$ cat config.mk
export PLATFORM = sky130hd
export DESIGN_NAME = mem_access_unit
export DESIGN_NICKNAME = d
export VERILOG_FILES = /design/src/rtl/mem_access_unit.sv
export SDC_FILE = /design/constraint.sdc
export NUM_CORES = 1
export LEC_CHECK = 0
export CAP_MARGIN = 20
export CORE_UTILIZATION = 49
export DETAILED_ROUTE_END_ITERATION = 10
export PLACE_DENSITY = 0.87
export SLEW_MARGIN = 20
export SYNTH_ARGS = -nofsm -noshare
export SYNTH_HDL_FRONTEND = slang
export SYNTH_SLANG_ARGS = --single-unit
$ cat constraint.sdc
create_clock -name clk -period 5.86 [get_ports clk]
set_input_delay 1.172 -clock clk [delete_from_list [all_inputs] [get_ports clk]]
set_output_delay 1.172 -clock clk [all_outputs]
set_load 0.02 [all_outputs]
$ cat src/rtl/mem_access_unit.sv
// MEM-stage load/store unit: alignment check, byte-lane bus driver with watchdog,
// and sign/zero extension of load data.
//
// state  | meaning
// IDLE   | ready for a request
// ACCESS | bus request outstanding, waiting for mem_ack or watchdog expiry
// RESP   | one-cycle response pulse, then back to IDLE
module mem_access_unit #(
  parameter int DATA_W  = 32,
  parameter int ADDR_W  = 32,
  parameter int TIMEOUT = 16
) (
  input  logic                clk,
  input  logic                reset,
  input  logic                req_valid,
  output logic                req_ready,
  input  logic                req_we,
  input  logic [2:0]          req_op,
  input  logic [ADDR_W-1:0]   req_addr,
  input  logic [DATA_W-1:0]   req_wdata,
  output logic                mem_req,
  output logic                mem_we,
  output logic [ADDR_W-1:0]   mem_addr,
  output logic [DATA_W/8-1:0] mem_be,
  output logic [DATA_W-1:0]   mem_wdata,
  input  logic                mem_ack,
  input  logic [DATA_W-1:0]   mem_rdata,
  output logic                rsp_valid,
  output logic [DATA_W-1:0]   rsp_rdata,
  output logic [1:0]          rsp_err,
  output logic                busy
);

  localparam int NB    = DATA_W / 8;
  localparam int OFF_W = $clog2(NB);
  localparam int CNT_W = (TIMEOUT > 1) ? $clog2(TIMEOUT) : 1;
  localparam logic [CNT_W-1:0] CNT_LOAD = (TIMEOUT > 0) ? CNT_W'(TIMEOUT - 1) : '0;
  localparam bit WDOG_EN = (TIMEOUT != 0);

  typedef enum logic [1:0] {IDLE, ACCESS, RESP} state_t;

  state_t             state;
  logic [2:0]         op_q;
  logic [OFF_W-1:0]   off_q;
  logic [CNT_W-1:0]   wdog_cnt;

  logic [OFF_W-1:0]   req_off;
  logic [OFF_W-1:0]   size_mask;
  logic [3:0]         acc_size;
  logic               op_ok;
  logic               req_bad;
  logic [NB-1:0]      req_be;
  logic [DATA_W-1:0]  req_wrep;
  logic [ADDR_W-1:0]  req_aligned;
  logic [DATA_W-1:0]  lane;
  logic [DATA_W-1:0]  ext;

  // Request decode: access size, legality, byte enables and replicated store data.
  always_comb begin
    req_off  = req_addr[OFF_W-1:0];
    op_ok    = 1'b1;
    acc_size = 4'd1;
    case (req_op)
      3'd0:       acc_size = 4'(NB);
      3'd1, 3'd2: acc_size = 4'd1;
      3'd3, 3'd4: acc_size = 4'd2;
      3'd5, 3'd6: begin
        acc_size = 4'd4;
        op_ok    = (DATA_W == 64);
      end
      default:    op_ok = 1'b0;
    endcase
    size_mask   = OFF_W'(acc_size - 4'd1);
    req_bad     = !op_ok || ((req_off & size_mask) != '0);
    req_aligned = {req_addr[ADDR_W-1:OFF_W], {OFF_W{1'b0}}};
    req_be      = '0;
    req_wrep    = '0;
    for (int i = 0; i < NB; i++) begin
      req_be[i] = (i >= int'(req_off)) && (i < int'(req_off) + int'(acc_size));
      req_wrep[8*i +: 8] = req_wdata[8*(i & int'(size_mask)) +: 8];
    end
  end

  // Select the addressed field of the returned word and extend it.
  always_comb begin
    lane = mem_rdata >> {off_q, 3'b000};
    ext  = mem_rdata;
    case (op_q)
      3'd1: begin ext = '0;                ext[7:0]  = lane[7:0];  end
      3'd2: begin ext = {DATA_W{lane[7]}};  ext[7:0]  = lane[7:0];  end
      3'd3: begin ext = '0;                ext[15:0] = lane[15:0]; end
      3'd4: begin ext = {DATA_W{lane[15]}}; ext[15:0] = lane[15:0]; end
      3'd5: begin ext = '0;                ext[31:0] = lane[31:0]; end
      3'd6: begin ext = {DATA_W{lane[31]}}; ext[31:0] = lane[31:0]; end
      default: ext = mem_rdata;
    endcase
  end

  always_ff @(posedge clk or posedge reset) begin
    if (reset) begin
      state     <= IDLE;
      req_ready <= 1'b1;
      busy      <= 1'b0;
      mem_req   <= 1'b0;
      mem_we    <= 1'b0;
      mem_addr  <= '0;
      mem_be    <= '0;
      mem_wdata <= '0;
      rsp_valid <= 1'b0;
      rsp_rdata <= '0;
      rsp_err   <= 2'b00;
      op_q      <= '0;
      off_q     <= '0;
      wdog_cnt  <= '0;
    end else begin
      case (state)
        IDLE: begin
          if (req_valid) begin
            req_ready <= 1'b0;
            busy      <= 1'b1;
            if (req_bad) begin
              state     <= RESP;
              rsp_valid <= 1'b1;
              rsp_err   <= 2'b01;
              rsp_rdata <= '0;
            end else begin
              state     <= ACCESS;
              mem_req   <= 1'b1;
              mem_we    <= req_we;
              mem_addr  <= req_aligned;
              mem_be    <= req_be;
              mem_wdata <= req_wrep;
              op_q      <= req_op;
              off_q     <= req_off;
              wdog_cnt  <= CNT_LOAD;
            end
          end
        end
        ACCESS: begin
          // An ack in the expiry cycle takes priority over the watchdog.
          if (mem_ack) begin
            state     <= RESP;
            mem_req   <= 1'b0;
            rsp_valid <= 1'b1;
            rsp_err   <= 2'b00;
            rsp_rdata <= mem_we ? '0 : ext;
          end else if (WDOG_EN && (wdog_cnt == '0)) begin
            state     <= RESP;
            mem_req   <= 1'b0;
            rsp_valid <= 1'b1;
            rsp_err   <= 2'b10;
            rsp_rdata <= '0;
          end else begin
            wdog_cnt <= wdog_cnt - 1'b1;
          end
        end
        RESP: begin
          state     <= IDLE;
          rsp_valid <= 1'b0;
          req_ready <= 1'b1;
          busy      <= 1'b0;
        end
        default: begin
          state     <= IDLE;
          mem_req   <= 1'b0;
          rsp_valid <= 1'b0;
          req_ready <= 1'b1;
          busy      <= 1'b0;
        end
      endcase
    end
  end

endmodule

Yosys cells after proc, flatten, opt, wreduce, memory -nomap -nowiden:

Index checks and enable logic that the tools add are counted.

* divide/modulo/power cells: 0
* $mul: 0
* equal/unequal tests: 20
* $add $sub $neg: 3
* bitwise logic cells: 4
* shift-type cells: 4
* order comparisons: 7
* reductions and logical operators: 21
* multiplexer cells: 37

Operators with widths (number)
* $mux 32: 5
* $pmux 32 s5: 1
* $pmux 32 s2: 1
* $shiftx 32x6->8: 2
* $lt 1x32->1 const A: 1
* $lt 2x32->1 const A: 1
* $lt 3x32->1 const A: 1
* $shiftx 32x5->8: 1
* $shr 32x5->32: 1
* $eq 3x3->1 const B: 6
* $mux 4: 4
* $mux 2: 7
* $eq 3x2->1 const B: 4
* $mux 1: 11
* $ne 2x2->1 const B: 5
* $pmux 2 s2: 2
* $pmux 4 s2: 1
* $reduce_and 4->1: 2
* $eq 3x1->1 const B: 2
* $pmux 1 s2: 3
* $pmux 3 s2: 1
* $reduce_and 3->1: 2
* $reduce_and 5->1: 1
* $reduce_or 5->1: 1
* other kinds (22): 30

* ROM bits: 0
* input bits: 104
* RAM bits: 0
* memories kept: 0
* register bits after elaboration: 116
* bits in latches: 0

Logic depth before layout (Yosys ltp):

* word-level depth: 10
* gate-level depth with buffers: 12
* gate-level depth less buffers: 8

Worst setup path before layout:

OpenSTA, ideal clock, no wires.

* path type: input port to flip-flop
* start point: in req_op[0]
* end point: reg rsp_rdata[24]
* cell stages on the path: 10
* arrival: 3.212 ns
* data required time: 5.734 ns
* buffers on the path: 3
* slack: 2.522 ns
* cell sequence: buf_2 > xor2_1 > mux2_2 > buf_2 > inv_1 > ha_1 > nor4_1 > a2111o_1 > buf_6 > a221o_1

* word-level cells in the longest chain between the ends: 9
* elaborated cells on any way between the ends: 19
* classes of those cells: 1 x add/sub; 7 x eq/ne; 2 x mux; 1 x bitwise; 8 x reduce/logical

RTL lines
* from (decl): RTL line 18 `input logic [2:0] req_op,`
* $eq 3x3->1, or another cell as far along: RTL line 63 `case (req_op)`
* $reduce_or 3->1 (no source line) or $reduce_or 2->1 (tied branches)
* $pmux 3 s2: RTL line 63
* $sub 2x1->2: RTL line 73 `size_mask = OFF_W'(acc_size - 4'd1);`
* $and 2x2->2: RTL line 74 `req_bad = !op_ok || ((req_off & size_mask) != '0);`
* $reduce_bool 2->1: RTL line 74
* $logic_or 1x1->1 (*): RTL line 74
* $ne 2x2->1 (no source line) (*)
* $reduce_and 4->1 (no source line) (*)
* to (signal assigned): RTL line 146 `rsp_rdata <= mem_we ? '0 : ext;`
* to (decl): RTL line 29 `output logic [DATA_W-1:0] rsp_rdata,`

Every way passes the cells marked *; elsewhere a longest branch is shown, timed or not.
A chain may end at the register's enable or synchronous reset.

Worst setup path after layout:

* start point: in req_op[1]
* end point: reg mem_wdata[28]

* word-level cells in the longest chain between the ends: 9
* elaborated cells on any way between the ends: 20
* classes of those cells: 1 x add/sub; 6 x eq/ne; 1 x shift; 2 x mux; 2 x bitwise; 8 x reduce/logical

RTL lines
* parallel branches: the longest is 9 deep, another holds $sub 2x1->2
* to (signal assigned): RTL line 132 `mem_wdata <= req_wrep;`
* to (decl): RTL line 25 `output logic [DATA_W-1:0] mem_wdata,`

Several ways; the timed one is not identified.

==> results.yml <==
synthesis:
  yosys_most_used_dff: "dfrtp_1"
  synthCells: 611
  synthArstFlopShare_pct: 100
  synth.cell_area_um2: 5780
  average_size_of_a_mapped_cell_um2: 9.46
  synth.distinct_cells: 56
  synth_edf_count: 0
  ys_ff_latch: 116
  yosysSeqAreaShare_pct: 50.2
  synthesis_warning_total: 0
worst_hold_path:
  min-delay-start: "mem_addr[21]"
  worstHoldPathType: "register to register"
  worstHoldEndpoint: "mem_addr[21]"
  whs_path_depth: 2
setup_path:
  timing.reg2reg.worst_path_depth: 4
  critPathLaunchType: "input pin"
  highest_delay_cell_along_the_critical_path: "clkdlybuf4s50_1"
  path_delay_family: "buffers and inverters"
  regToRegSetupSlack_ns: 3.04
  slowest_delay_ns: 0.70
  timing.critical_path.arrival_ns: 4.46
  path_class: "input pin to register"
  critical_path.endpoint_type: "register"
  worstReg2RegEnd: "rsp_rdata[20]"
  critical_path.cell_chain: "clkdlybuf4s50_1 -> xor2_1 -> mux2_2 -> inv_1 -> ha_1 -> inv_1 -> and4_2 -> buf_12 -> nand2_1 -> o211ai_1"
  critical_path_data_required_time_ns: 6.18
  critical_path.reg2reg.startpoint: "off_q[1]"
  critical_path.max_fanout: 55
  critical_path.n_buffers_inverters: 4
  critical_path.most_common_cell: "inv_1"
timing:
  maximum_achievable_frequency_ghz: 0.242
  timing.final.setup_violations: 0
  clock_skews_ns: 0.0126
  setup_slack_ns: 1.72
  final_period_util_pct: 70.7
  setup_tns_ns: 0
  period_minus_slack_ns: 4.14
  hold_viol: 0
  worstMarginPinSlew_ns: 1.00
  final_max_slew_viol_count: 0
  hold_ws_ns: 0.470
  max-slew-margin-rel_pct: 33.3
  rsz0062_at_grt: "no"
placed_design:
  placed_area_um2: 7870
  post-place-cells: 921
  post_place_setup_slack_ns: 1.36
  io_buffers: 208
  gp_congestion: 0.933
  dp.final_hpwl_um: 12300
route:
  avgRoutedWirePerCell_um: 18.5
  avgViaCountPerCell: 5.78
  finalWirelength_um: 17600
  drt_iter0_drc: 376
  final_antenna_net_count: 0
  via_count: 5510
  drcViolationCount: 0
  total_iterations_of_the_first_detailed_routing_run: 5
global_route:
  initial_antenna_violation_count: 0
  global_route.usage.total_pct: 29.4
  grt_remaining_overflow: 0
  grt_max_degree: 85
  grt_pass1_wl_um: 28400
  number_of_global_route_vias_before_repair: 5536
floorplanning:
  die_width_um: 111
  fp.dieArea_um2: 12200
  start_util_pct: 50.4
  die-height_um: 111
  pin_count: 211
  core_area_um2: 11500
  rows: 39
layout:
  layout-area-overhead-vs-synth_pct: 46.2
  layout_cells_excl_fill: 953
  num_antenna_cells: 0
  layout-drive-gt1-share_pct: 5.93
  num-fill-cells: 788
  multiInputGateArea_um2: 2590
  post-route-util_pct: 73.7
  finish.instance_area_um2: 8450
  layout.cells.most_common: "clkdlybuf4s50_1"
  num-nets-final: 906
  most-common-layout-cells: "208 x clkdlybuf4s50_1, 164 x nand2_1, 115 x dfrtp_1, 40 x o21ai_0, 32 x mux2i_1"
  layout.area.seq_um2: 2900
cts:
  cts_post_setup_buffers_inserted: 0
  clock_insertion_delay_worst_skew_ns: 0.41
  cts-root-to-sink-buffers: 2
  cts-root-buf: "clkbuf_16"
  htree_levels: 4
  cts-hold-fix-buffers: 0
  clock_sinks: 116
  clock_transition_at_the_registers_of_the_reported_paths_ns: 0.06
  cts_resized: 0
  tritoncts: "built"
  tritoncts.num_buffers: 17
power:
  vdd_drop_max_mv: 0.280
  power.static_leakage_nw: 3.67
  power_density_nw_per_um2: 516
  post-layout-total-power_mw: 4.36
job:
  max_cap_violations: 0
outcome:
  run_status: "completed"
==> cells by family (layout without fill, tap and decap cells) <==
kind of cell	Yosys count	after routing	synth area share, %
AOI/OAI and AO/OA	144	144	17.8
xor gates and xnor gates	2	2	0.303
adders and majority gates	5	5	1.21
buffers and inverters	63	261	5.00
DFF	116	116	50.2
muxes	35	35	6.32
other	1	2	0.0649
and+or+nand+nor	245	245	19.1
==> registers in the layout (all words and copies together) (netlist names) <==
signal,count
busy,1
mem_addr,30
mem_be,4
mem_req,1
mem_wdata,32
mem_we,1
off_q,2
op_q,3
req_ready,1
rsp_err,2
rsp_rdata,32
rsp_valid,1
state,2
wdog_cnt,4
==> where the power goes <==
group,switching (mW),internal [mW]
Sequential,0.269,1.12
Combinational,1.04,0.899
Clock,0.363,0.665
==> how the worst max path moves through the flow <==
stage / to / slack, ns / start / depth (start not counted)
3_5_place_dp: mem_wdata[28] / 1.36 / req_op[0] / 10
3_3_place_gp: mem_wdata[24] / 1.53 / req_op[0] / 10
4_1_cts: mem_wdata[28] / 1.79 / req_op[1] / 10
6_report: mem_wdata[28] / 1.72 / req_op[1] / 10
5_1_grt: mem_wdata[26] / 1.49 / req_op[0] / 10
2_1_floorplan: busy / 1.62 / reset / 1
==> cell usage after synthesis, types with 2 or more instances <==
cell type | count | area [um2]
ha_1 | 4 | 50.1
o31ai_1 | 2 | 15.0
nor3b_1 | 2 | 15.0
a221o_1 | 8 | 80.1
nand4bb_1 | 2 | 22.5
and4_1 | 4 | 35.0
buf_6 | 4 | 45.0
buf_1 | 3 | 11.3
buf_2 | 12 | 60.1
nor3_1 | 12 | 60.1
a22o_1 | 2 | 17.5
o211ai_1 | 8 | 60.1
o21ai_1 | 2 | 10.0
nand3_1 | 9 | 45.0
a21o_1 | 5 | 37.5
or2_2 | 2 | 12.5
nor4_1 | 4 | 25.0
nand2_1 | 164 | 616
o221a_2 | 3 | 33.8
a31oi_1 | 9 | 56.3
a21oi_1 | 11 | 55.1
nand3b_1 | 10 | 75.1
mux2i_1 | 32 | 320
mux2_2 | 2 | 22.5
a2bb2oi_1 | 2 | 17.5
o21ai_0 | 40 | 200
buf_4 | 2 | 15.0
o21a_1 | 3 | 22.5
dfrtp_1 | 115 | 2880
nor2_1 | 26 | 97.6
clkbuf_1 | 25 | 93.8
a211oi_1 | 12 | 90.1
o2bb2ai_1 | 24 | 210
a2111oi_0 | 8 | 70.1
inv_1 | 17 | 63.8
==> layer usage <==
layer | global-route usage (%) | share of wire (%)
met1 | 35.2 | 39
met2 | 48.2 | 49
met3 | 8.45 | 8.2
met4 | 14.8 | 3.4
met5 | 0 | 0
==> area by class of cell <==
class | instances | area share, %
repair buffers | 212 | 25.1
multi-input cells | 433 | 30.7
well taps | 143 | 2.12
clock buffers | 22 | 5.26
clock inverters | 10 | 1.57
inverters | 17 | 0.815
flip-flops and latches | 116 | 34.4
==> worst min-delay path, delay by kind of cell (launching register included) <==
kind             cells  cell delay [ns]
AND/OR/NAND/NOR      2             0.10
flip-flops           1             0.33
Power figures use the tool's default switching activity.
